**config.mk**
```make
export PLATFORM = sky130hd
export DESIGN_NAME = alu_bank_array_flat
export DESIGN_NICKNAME = d
export VERILOG_FILES = /design/src/rtl/alu_bank_array_if.sv /design/src/rtl/alu_bank_array.sv /design/src/flat_wrapper.sv
export SDC_FILE = /design/constraint.sdc
export NUM_CORES = 2
export LEC_CHECK = 0
export ABC_CLOCK_PERIOD_IN_PS = 4300
export BUFFER_PORTS_ARGS = -buffer_cell sky130_fd_sc_hd__buf_2
export CORE_ASPECT_RATIO = 2
export CORE_UTILIZATION = 25
export DETAILED_ROUTE_END_ITERATION = 10
export SETUP_SLACK_MARGIN = 0.05
export SYNTH_ARGS = -nofsm -noshare
export SYNTH_HDL_FRONTEND = slang
export SYNTH_SLANG_ARGS = --single-unit
export TNS_END_PERCENT = 10
```
**constraint.sdc**
```tcl
create_clock -name clock -period 4.3 [get_ports clock]
set_clock_uncertainty 0.2 [all_clocks]
set_input_delay 0.86 -clock clock [delete_from_list [all_inputs] [get_ports clock]]
set_output_delay 0.86 -clock clock [all_outputs]
set_load 0.005 [all_outputs]
```
**src/rtl/alu_bank_array_if.sv**
```systemverilog
// Request/response bundle for alu_bank_array.
// master: command distributor side, slave: the ALU bank array.
interface alu_bank_array_if #(
  parameter int NUM_BANKS = 4,
  parameter int DATA_W    = 32
);
  logic [NUM_BANKS-1:0]        in_valid;
  logic [NUM_BANKS-1:0]        in_ready;
  logic [2*NUM_BANKS-1:0]      in_cmd;
  logic [DATA_W*NUM_BANKS-1:0] in_data1;
  logic [DATA_W*NUM_BANKS-1:0] in_data2;
  logic [2*NUM_BANKS-1:0]      out_resp;
  logic [DATA_W*NUM_BANKS-1:0] out_data;

  modport master (
    output in_valid, in_cmd, in_data1, in_data2,
    input  in_ready, out_resp, out_data
  );

  modport slave (
    input  in_valid, in_cmd, in_data1, in_data2,
    output in_ready, out_resp, out_data
  );
endinterface

```
**src/rtl/alu_bank_array.sv**
```systemverilog
// N-bank ALU: each bank has an in-order request FIFO, a fixed-latency
// execute FSM and a one-cycle response pulse. Banks share only clock/reset.
// Optional build macro ALU_STATS_EN adds per-bank response/overflow counters
// on ports stat_count and stat_ovf.
//
// Per-bank FSM states:
//   state  | meaning
//   IDLE   | waiting for a queued request; pops the FIFO head when non-empty
//   EXEC   | counting down the latency; registers the result at count 0
//   RESP   | response pulse cycle; otherwise acts exactly like IDLE
module alu_bank_array #(
  parameter int NUM_BANKS  = 4,
  parameter int DATA_W     = 32,
  parameter int FIFO_DEPTH = 4,
  parameter int LATENCY    = 4
) (
  input  logic               clock,
  input  logic               reset,
  alu_bank_array_if.slave    bus
`ifdef ALU_STATS_EN
  ,
  output logic [16*NUM_BANKS-1:0] stat_count,
  output logic [16*NUM_BANKS-1:0] stat_ovf
`endif
);

  localparam int PTR_W = (FIFO_DEPTH > 1) ? $clog2(FIFO_DEPTH) : 1;
  localparam int CNT_W = PTR_W + 1;

  localparam logic [1:0] S_IDLE = 2'd0;
  localparam logic [1:0] S_EXEC = 2'd1;
  localparam logic [1:0] S_RESP = 2'd2;

  localparam logic [1:0] CMD_NOP = 2'd0;
  localparam logic [1:0] CMD_ADD = 2'd1;
  localparam logic [1:0] CMD_SUB = 2'd2;
  localparam logic [1:0] CMD_AND = 2'd3;

  localparam logic [1:0] RSP_NONE = 2'd0;
  localparam logic [1:0] RSP_OK   = 2'd1;
  localparam logic [1:0] RSP_OVF  = 2'd2;

  localparam logic [3:0] LAT_LOAD = 4'(LATENCY - 2);

  logic                        rdy_en;
  logic [NUM_BANKS-1:0]        in_ready_v;
  logic [2*NUM_BANKS-1:0]      out_resp_v;
  logic [DATA_W*NUM_BANKS-1:0] out_data_v;

  assign bus.in_ready = in_ready_v;
  assign bus.out_resp = out_resp_v;
  assign bus.out_data = out_data_v;

  // Keeps in_ready low in reset and raises it on the first edge after release.
  always_ff @(posedge clock or negedge reset) begin
    if (!reset) rdy_en <= 1'b0;
    else        rdy_en <= 1'b1;
  end

  for (genvar b = 0; b < NUM_BANKS; b++) begin : g_bank
    logic [1:0]        fifo_cmd [FIFO_DEPTH];
    logic [DATA_W-1:0] fifo_a   [FIFO_DEPTH];
    logic [DATA_W-1:0] fifo_b   [FIFO_DEPTH];
    logic [PTR_W-1:0]  wr_ptr, rd_ptr;
    logic [CNT_W-1:0]  count;
    logic [1:0]        state;
    logic [3:0]        lat_cnt;
    logic [1:0]        op_cmd;
    logic [DATA_W-1:0] op_a, op_b;
    logic [1:0]        resp_q;
    logic [DATA_W-1:0] data_q;
    logic [DATA_W-1:0] alu_res;
    logic              alu_ovf;
    logic              ready, push, pop, fire;
    logic [1:0]        req_cmd;

    assign req_cmd = bus.in_cmd[2*b +: 2];
    // Full FIFO refuses even when a pop happens in the same cycle.
    assign ready = rdy_en && (count < CNT_W'(FIFO_DEPTH));
    assign push  = bus.in_valid[b] && ready && (req_cmd != CMD_NOP);
    assign pop   = ((state == S_IDLE) || (state == S_RESP)) && (count != '0);
    assign fire  = (state == S_EXEC) && (lat_cnt == 4'd0);

    assign in_ready_v[b]               = ready;
    assign out_resp_v[2*b +: 2]        = resp_q;
    assign out_data_v[DATA_W*b +: DATA_W] = data_q;

    // FIFO storage; contents are don't-care until written.
    always_ff @(posedge clock) begin
      if (push) begin
        fifo_cmd[wr_ptr] <= req_cmd;
        fifo_a[wr_ptr]   <= bus.in_data1[DATA_W*b +: DATA_W];
        fifo_b[wr_ptr]   <= bus.in_data2[DATA_W*b +: DATA_W];
      end
    end

    // FIFO pointers and occupancy; pointers wrap naturally at FIFO_DEPTH.
    always_ff @(posedge clock or negedge reset) begin
      if (!reset) begin
        wr_ptr <= '0;
        rd_ptr <= '0;
        count  <= '0;
      end else begin
        if (push) wr_ptr <= wr_ptr + PTR_W'(1);
        if (pop)  rd_ptr <= rd_ptr + PTR_W'(1);
        case ({push, pop})
          2'b10:   count <= count + CNT_W'(1);
          2'b01:   count <= count - CNT_W'(1);
          default: count <= count;
        endcase
      end
    end

    // Result and signed-overflow detection from the operand registers.
    always_comb begin
      alu_res = '0;
      alu_ovf = 1'b0;
      case (op_cmd)
        CMD_ADD: begin
          alu_res = op_a + op_b;
          alu_ovf = (op_a[DATA_W-1] == op_b[DATA_W-1]) &&
                    (alu_res[DATA_W-1] != op_a[DATA_W-1]);
        end
        CMD_SUB: begin
          alu_res = op_a - op_b;
          alu_ovf = (op_a[DATA_W-1] != op_b[DATA_W-1]) &&
                    (alu_res[DATA_W-1] != op_a[DATA_W-1]);
        end
        CMD_AND: alu_res = op_a & op_b;
        default: alu_res = '0;
      endcase
    end

    // Execute FSM; out_resp is a one-cycle pulse, out_data holds its value.
    always_ff @(posedge clock or negedge reset) begin
      if (!reset) begin
        state   <= S_IDLE;
        lat_cnt <= '0;
        op_cmd  <= CMD_NOP;
        op_a    <= '0;
        op_b    <= '0;
        resp_q  <= RSP_NONE;
        data_q  <= '0;
      end else begin
        resp_q <= RSP_NONE;
        case (state)
          S_IDLE, S_RESP: begin
            if (pop) begin
              op_cmd  <= fifo_cmd[rd_ptr];
              op_a    <= fifo_a[rd_ptr];
              op_b    <= fifo_b[rd_ptr];
              lat_cnt <= LAT_LOAD;
              state   <= S_EXEC;
            end else begin
              state <= S_IDLE;
            end
          end
          S_EXEC: begin
            if (fire) begin
              resp_q <= alu_ovf ? RSP_OVF : RSP_OK;
              data_q <= alu_res;
              state  <= S_RESP;
            end else begin
              lat_cnt <= lat_cnt - 4'd1;
            end
          end
          default: state <= S_IDLE;
        endcase
      end
    end

`ifdef ALU_STATS_EN
    logic [15:0] resp_cnt, ovf_cnt;

    // Saturating counts of issued responses and of OVERFLOW responses.
    always_ff @(posedge clock or negedge reset) begin
      if (!reset) begin
        resp_cnt <= '0;
        ovf_cnt  <= '0;
      end else if (fire) begin
        if (resp_cnt != 16'hFFFF)            resp_cnt <= resp_cnt + 16'd1;
        if (alu_ovf && ovf_cnt != 16'hFFFF)  ovf_cnt  <= ovf_cnt + 16'd1;
      end
    end

    assign stat_count[16*b +: 16] = resp_cnt;
    assign stat_ovf[16*b +: 16]   = ovf_cnt;
`endif
  end

endmodule

```
**src/flat_wrapper.sv**
```systemverilog
// flat-port wrapper written by rule: the top's interface ports become plain ports
module alu_bank_array_flat 
#(
  parameter int NUM_BANKS  = 4,
  parameter int DATA_W     = 32,
  parameter int FIFO_DEPTH = 4,
  parameter int LATENCY    = 4
)
  (clock, reset, bus_in_valid, bus_in_cmd, bus_in_data1, bus_in_data2, bus_in_ready, bus_out_resp, bus_out_data);
  alu_bank_array_if #(.NUM_BANKS(NUM_BANKS), .DATA_W(DATA_W)) bus_i ();
  input  logic clock;
  input  logic reset;
  input wire logic [$bits(bus_i.in_valid)-1:0] bus_in_valid;
  input wire logic [$bits(bus_i.in_cmd)-1:0] bus_in_cmd;
  input wire logic [$bits(bus_i.in_data1)-1:0] bus_in_data1;
  input wire logic [$bits(bus_i.in_data2)-1:0] bus_in_data2;
  output wire logic [$bits(bus_i.in_ready)-1:0] bus_in_ready;
  output wire logic [$bits(bus_i.out_resp)-1:0] bus_out_resp;
  output wire logic [$bits(bus_i.out_data)-1:0] bus_out_data;
  assign bus_i.in_valid = bus_in_valid;
  assign bus_i.in_cmd = bus_in_cmd;
  assign bus_i.in_data1 = bus_in_data1;
  assign bus_i.in_data2 = bus_in_data2;
  assign bus_in_ready = bus_i.in_ready;
  assign bus_out_resp = bus_i.out_resp;
  assign bus_out_data = bus_i.out_data;
  alu_bank_array #(.NUM_BANKS(NUM_BANKS), .DATA_W(DATA_W), .FIFO_DEPTH(FIFO_DEPTH), .LATENCY(LATENCY)) u_core (.clock(clock), .reset(reset), .bus(bus_i));
endmodule
```
After elaboration in Yosys (flattened, before gate mapping)
Memory sizes are Yosys's and may differ from the RTL's. A register that Yosys moved wholly into a read port is not among the register bits.
Cells that the tools add are included.

storage, ports and cells
  flip-flop bits (word level) = 189
  memory bits (writable) = 1056
  bits of input ports = 270
  output and inout port bits = 140
  word-level logic and storage cells = 273
  memories kept = 12

cells by class
  add/sub/neg operators = 28
  $lt $le $gt $ge = 4
  eq/ne operators = 56
  mux-type cells = 56
  bitwise operators = 4
  reduce and logical (&&, ||, !) cells = 84

memories
  name                     depth  width  rd ports  clocked after Yosys merged registers in  write ports  RTL line              text
  u_core.g_bank[0].fifo_a  4      32     1         1                                        1            alu_bank_array.sv:62  logic [DATA_W-1:0] fifo_a [FIFO_DEPTH];
  u_core.g_bank[0].fifo_b  4      32     1         1                                        1            alu_bank_array.sv:63  logic [DATA_W-1:0] fifo_b [FIFO_DEPTH];
  u_core.g_bank[1].fifo_a  4      32     1         1                                        1            alu_bank_array.sv:62
  u_core.g_bank[1].fifo_b  4      32     1         1                                        1            alu_bank_array.sv:63
  u_core.g_bank[2].fifo_a  4      32     1         1                                        1            alu_bank_array.sv:62
  u_core.g_bank[2].fifo_b  4      32     1         1                                        1            alu_bank_array.sv:63
  +6 memories              n/a    n/a    n/a       n/a                                      n/a          n/a

operator list
  operator                                                                 number
  32-bit case mux with 3 select lines                                      4
  32-bit adder                                                             4
  32-bit bitwise AND                                                       4
  32-bit subtractor                                                        4
  2-bit == test, second input constant                                     16
  2-bit two-way mux                                                        16
  4-bit two-way mux                                                        8
  4-bit case mux with 2 select lines                                       4
  1-bit logical AND                                                        28
  2-bit by 1-bit == test with 1-bit output, second input constant          12
  3-bit case mux with 2 select lines                                       4
  2-bit nonzero test                                                       12
  2-bit by 1-bit adder with 2-bit output, second input constant            8
  4-bit zero test                                                          4
  2-bit by 1-bit inequality test with 1-bit output, second input constant  8
  2-bit case mux with 2 select lines                                       4
  2-bit AND reduction                                                      8
  4-bit by 1-bit subtractor with 4-bit output, second input constant       4
  3-bit by 1-bit adder with 3-bit output, second input constant            4
  1-bit zero test                                                          12
  3-bit < comparator, second input constant                                4
  1-bit two-way mux                                                        12
  1-bit inequality test                                                    12
  3-bit AND reduction                                                      4
  8 further kinds                                                          32

Logic depth before layout (Yosys ltp)
  depth after elaboration = 7
  depth in mapped cells = 14
  gate-level depth less buffers = 14

Worst setup path before layout
Ideal clock, no wire load.

  kind = reg-to-reg
  start = register u_core.g_bank[3].op_a[0] (read register of u_core.g_bank[3].fifo_a)
  end = register u_core.g_bank[3].data_q[28]
  library setup time = 0.126 ns
  arrival time = 3.249 ns
  data required time = 3.974 ns
  path slack = 0.725 ns
  stages on the path, launching flop included = 15
  path buffers = 0
  period minus slack after synthesis = 3.575 ns
  cells stage by stage = dfrtp_1 -> inv_1 -> ha_1 -> inv_1 -> fa_1 -> a21o_1 -> a311o_1 -> a31oi_2 -> a31oi_2 -> a2111oi_4 -> o21bai_2 -> a311oi_1 -> o21ai_1 -> mux2i_1 -> a221o_1

between the ends
  word-level cells in the longest chain between the ends = 2
  elaborated cells between the ends (all ways) = 3
  those cells by class = add/sub: 2; mux: 1

RTL lines
  what                                               RTL line                                      text
  start: declaration                                 alu_bank_array.sv:69                          logic [DATA_W-1:0] op_a, op_b;
  32-bit subtractor or 32-bit adder (tied branches)  alu_bank_array.sv:125, alu_bank_array.sv:120
  32-bit case mux with 3 select lines (*)            alu_bank_array.sv:118                         case (op_cmd)
  end signal: assignment                             alu_bank_array.sv:161                         data_q <= alu_res;
  end: declaration                                   alu_bank_array.sv:71                          logic [DATA_W-1:0] data_q;

Every way passes the cells marked *; elsewhere a longest branch is shown, timed or not.
A chain may end at the register's enable or synchronous reset.

Worst setup path after layout
  start = register u_core.g_bank[3].op_a[0] (read register of u_core.g_bank[3].fifo_a)
  end = register u_core.g_bank[3].data_q[30]

The elaborated chain is that of the path after synthesis.

==> results by group <==
Setup path
  • Crit-path max FO: 4
  • Setup CP Type: reg -> reg
  • Slowest CP cell: a2111oi_4
  • WP data required: 4.82 ns
  • Crit path launch type: register
  • Launching point of the worst reg2reg path: u_core.g_bank[3].op_a[0]$_DFFE_PN0P_
  • RR Endpoint: u_core.g_bank[3].data_q[30]$_DFFE_PN0P_
  • FF-to-FF path depth: 14
  • CP max stage delay: 0.44 ns
  • R2R setup slack: ~0.19 ns
  • Crit path capture: u_core.g_bank[3].data_q[30]$_DFFE_PN0P_
  • Worst setup EP type: register
  • Arrival @ worst endpoint: between 4 and 5 ns
  • Crit-path cells: inv_1 > ha_1 > inv_1 > fa_1 > a21o_1 > a311o_1 > a31oi_2 > a31oi_2 > a2111oi_4 > o21bai_2 > a211o_1 > a31oi_1 > mux2i_1 > o21ai_1
  • Setup crit start: u_core.g_bank[3].op_a[0]$_DFFE_PN0P_

Cells and area
  • Fin area: ~0.085 sq mm
  • Nets: around 6400
  • Filler Cells Inserted: 28500
  • Finished Layout Cells: 9729
  • Share of cells above drive strength 1: 21.6%
  • Syn-to-layout area delta: 20.2%
  • Final core occ: 30.1%

Routing
  • Drt drc: 0
  • DRT Wirelength: between 200000 and 250000 um
  • Mean number of vias per cell: roughly 4.8
  • Initial drt markers: between 2000 and 3000
  • Routed vias: approximately 46000
  • DRT Pass-1 Iters: 8
  • Drt wl/cell: between 20 and 25 um
  • Final ANT Viol Nets: 0

Logic synthesis
  • Yosys warns: 0
  • Yosys reg bits: ~1500
  • Syn_nets: between 5000 and 6000
  • Syn_area_per_cell: 13.6 sq um
  • Synth Flop Type: edfxtp_1
  • Post-synth EDFFs: 1056
  • Synthesized cell area: around 0.071 sq mm
  • Syn Inst Count: 5200
  • Ys async rst share: a little under a third
  • Seq/Total Area, Yosys: approximately 61%
  • Library cells used by synthesis: 95

Timing
  • Crit share post-route: roughly 96%
  • RSZ-0062 raised after global routing: false
  • Final min period: about 4 ns
  • Pins Over Slew Limit: 0
  • Fmax: roughly 240 MHz
  • Final TNS setup: 0 ns
  • Slew HR: a little over a quarter
  • Final setup fails: 0
  • Slew at the pin closest to its max-slew limit: 1.10 ns
  • Final Hold Fails: 0

Global routing
  • First-pass GRT wire length: roughly 320000 um
  • Antenna violations before repair: a little under 80
  • Largest net degree at the start of global routing: 107
  • Overflow after GRT: 0
  • Vias in the first global route: around 49000
  • Total track usage: 14.6%

Power
  • Maximum VDD drop: approximately 0.47 mV
  • P_leak: approximately 32 nW
  • Power per cell area: roughly 800 mW/mm^2

Hold path
  • HP Class: in -> reg

Floorplan
  • DIE HEIGHT: roughly 750 um
  • Standard-cell row count: ~280
  • Die W: between 300 and 400 um
  • Initial Utilization: about a quarter
  • Die area: 0.285 sq mm
  • Core area: approximately 0.28 sq mm
  • I/O Pins: between 400 and 500

Clock network
  • H-tree Lvls: 4
  • CTS tree: built
  • Sink Count: about 1500
  • Bufs on Longest Clock Path: 4
  • Clock-pin slew on the worst setup and hold paths: 0.07 ns
  • Clk_lat worst skew: 0.84 ns
  • Clk root buf: clkbuf_16
  • Post CTS Setup Buffer Count: 0
  • CTS Buf Count: 153

Placed design
  • Final GP Congestion: 0.944
  • DP HPWL: between 150000 and 200000 um
  • Placed Cells: between 9000 and 10000
  • DP Area: roughly 0.078 sq mm
  • Number of port buffers: between 400 and 500

Status
  • Outcome: complete, no violations

Job
  • Max_cap viols: 0
==> cells in the final DEF (no fill, tap or decap), types with 118 or more instances in the layout <==
cell,Yosys,layout
a21oi_1,337,337
inv_1,303,303
clkbuf_16,0,153
nor2_1,226,222
ha_1,292,291
buf_2,5,408
edfxtp_1,1056,1056
o21ai_0,338,338
nand2_1,380,379
buf_4,4,118
dlygate4sd3_1,0,186
mux2_2,134,134
dfrtp_1,453,445
mux4_2,264,264
==> layer usage <==
metal | routed length [um] | track usage, %
met4 | 11100 | 7.29
met2 | 111000 | 26.9
met5 | 299 | 0
met3 | 14300 | 3.53
met1 | 76200 | 15.3
==> how the worst min path moves through the flow <==
stage                                                        from                                       end  cells after the start
after floorplan             u_core.g_bank[0].count[2]$_DFFE_PN0P_     u_core.g_bank[0].count[2]$_DFFE_PN0P_                      1
after global placement    u_core.g_bank[3].data_q[14]$_DFFE_PN0P_   u_core.g_bank[3].data_q[14]$_DFFE_PN0P_                      2
after detailed placement   u_core.g_bank[3].data_q[5]$_DFFE_PN0P_    u_core.g_bank[3].data_q[5]$_DFFE_PN0P_                      2
after CTS                                        bus_in_data1[59]  u_core.g_bank[1].fifo_a[3][27]$_DFFE_PP_                      1
after global routing                             bus_in_data1[78]  u_core.g_bank[2].fifo_a[0][14]$_DFFE_PP_                      1
final                                            bus_in_data1[59]  u_core.g_bank[1].fifo_a[2][27]$_DFFE_PP_                      1
==> metrics by stage <==
stage	setup slack [ns]	power, mW	hold slack (ns)
floorplan	0.725	43.2	0.264
global placement	0.148	54.2	0.261
detailed placement	0.139	54.5	0.266
CTS	0.129	68.5	0.000440
global route	0.0633	72.3	0.0404
finish	0.187	68.1	0.0777
==> cell families after synthesis <==
group / count (synthesis) / synth area share, %
other: 1 / 0.00530
AOI/OAI and AO/OA: 1280 / 11.9
DFF: 1509 / 60.8
xor gates and xnor gates: 112 / 1.39
buffers and inverters: 585 / 3.13
and+or+nand+nor: 995 / 6.55
muxes: 414 / 10.8
adders and majority gates: 304 / 5.50
==> timing repair <==
action,4_1_cts,5_1_grt
setup endpoints to repair,0,5
resized for setup,0,3
endpoints found under the hold margin,754,0
hold buffers,186,0
==> Yosys cell counts, types with 25 or more instances <==
library cell	count	area [sq um]
a211oi_1	30	225
o211ai_1	26	195
buf_1	34	128
mux4_2	264	5950
nor2b_1	51	319
and3_1	25	156
nor2_1	226	848
a221o_1	32	320
a221oi_1	42	368
o21bai_1	65	488
xor2_1	25	219
o21ai_0	338	1690
nor3_1	62	310
nand2_1	380	1430
nand2b_1	54	338
edfxtp_1	1056	31700
nand3_1	42	210
mux2_2	134	1510
clkbuf_1	234	878
ha_1	292	3650
o31ai_1	33	248
dfrtp_1	453	11300
a21oi_1	337	1690
and2_1	33	206
xnor2_1	87	762
a21o_1	45	338
a31oi_1	38	238
a22oi_1	33	248
inv_1	303	1140
==> registers in the layout, summed over array words and instances, names as in the netlist <==
register / flops
u_core.g_bank.fifo_a: 512
u_core.g_bank.fifo_b: 512
u_core.g_bank.data_q: 128
u_core.g_bank.op_a: 128
u_core.g_bank.op_b: 128
u_core.g_bank.fifo_cmd: 32
u_core.g_bank.lat_cnt: 16
u_core.g_bank.count: 12
u_core.g_bank.op_cmd: 8
u_core.g_bank.rd_ptr: 8
u_core.g_bank.resp_q: 8
u_core.g_bank.state: 8
u_core.g_bank.wr_ptr: 8
u_core.rdy_en: 1
==> power by group <==
| group | leakage, nW | internal [mW] | switching (mW) | total (mW) |
|---|---|---|---|---|
| Combinational | 14.0 | 13.7 | 20.7 | 34.4 |
| Clock | 2.41 | 7.61 | 5.86 | 13.5 |
| Sequential | 15.1 | 18.2 | 2.11 | 20.3 |
| Total | 31.5 | 39.5 | 28.7 | 68.1 |
==> worst max-delay path: cells and delay by family, from the launching register on <==
| kind | cells | cell delay [ns] |
|---|---|---|
| flops | 1 | 0.39 |
| mux | 1 | 0.22 |
| compound gates | 9 | 2.51 |
| fa+ha+maj | 2 | 0.58 |
| buf+inv | 2 | 0.15 |
==> cell type report <==
class	instances	area (sq um)	area share, %
multi-input combinational	3106	25600	30.1
tap	3753	4700	5.52
antenna	34	85.1	0.100
clock buffer	185	4030	4.74
inverter	308	1160	1.36
timing repair buffer	747	5490	6.45
sequential	1509	43100	50.6
clock inverter	87	941	1.11
Power figures use the tool's default switching activity.
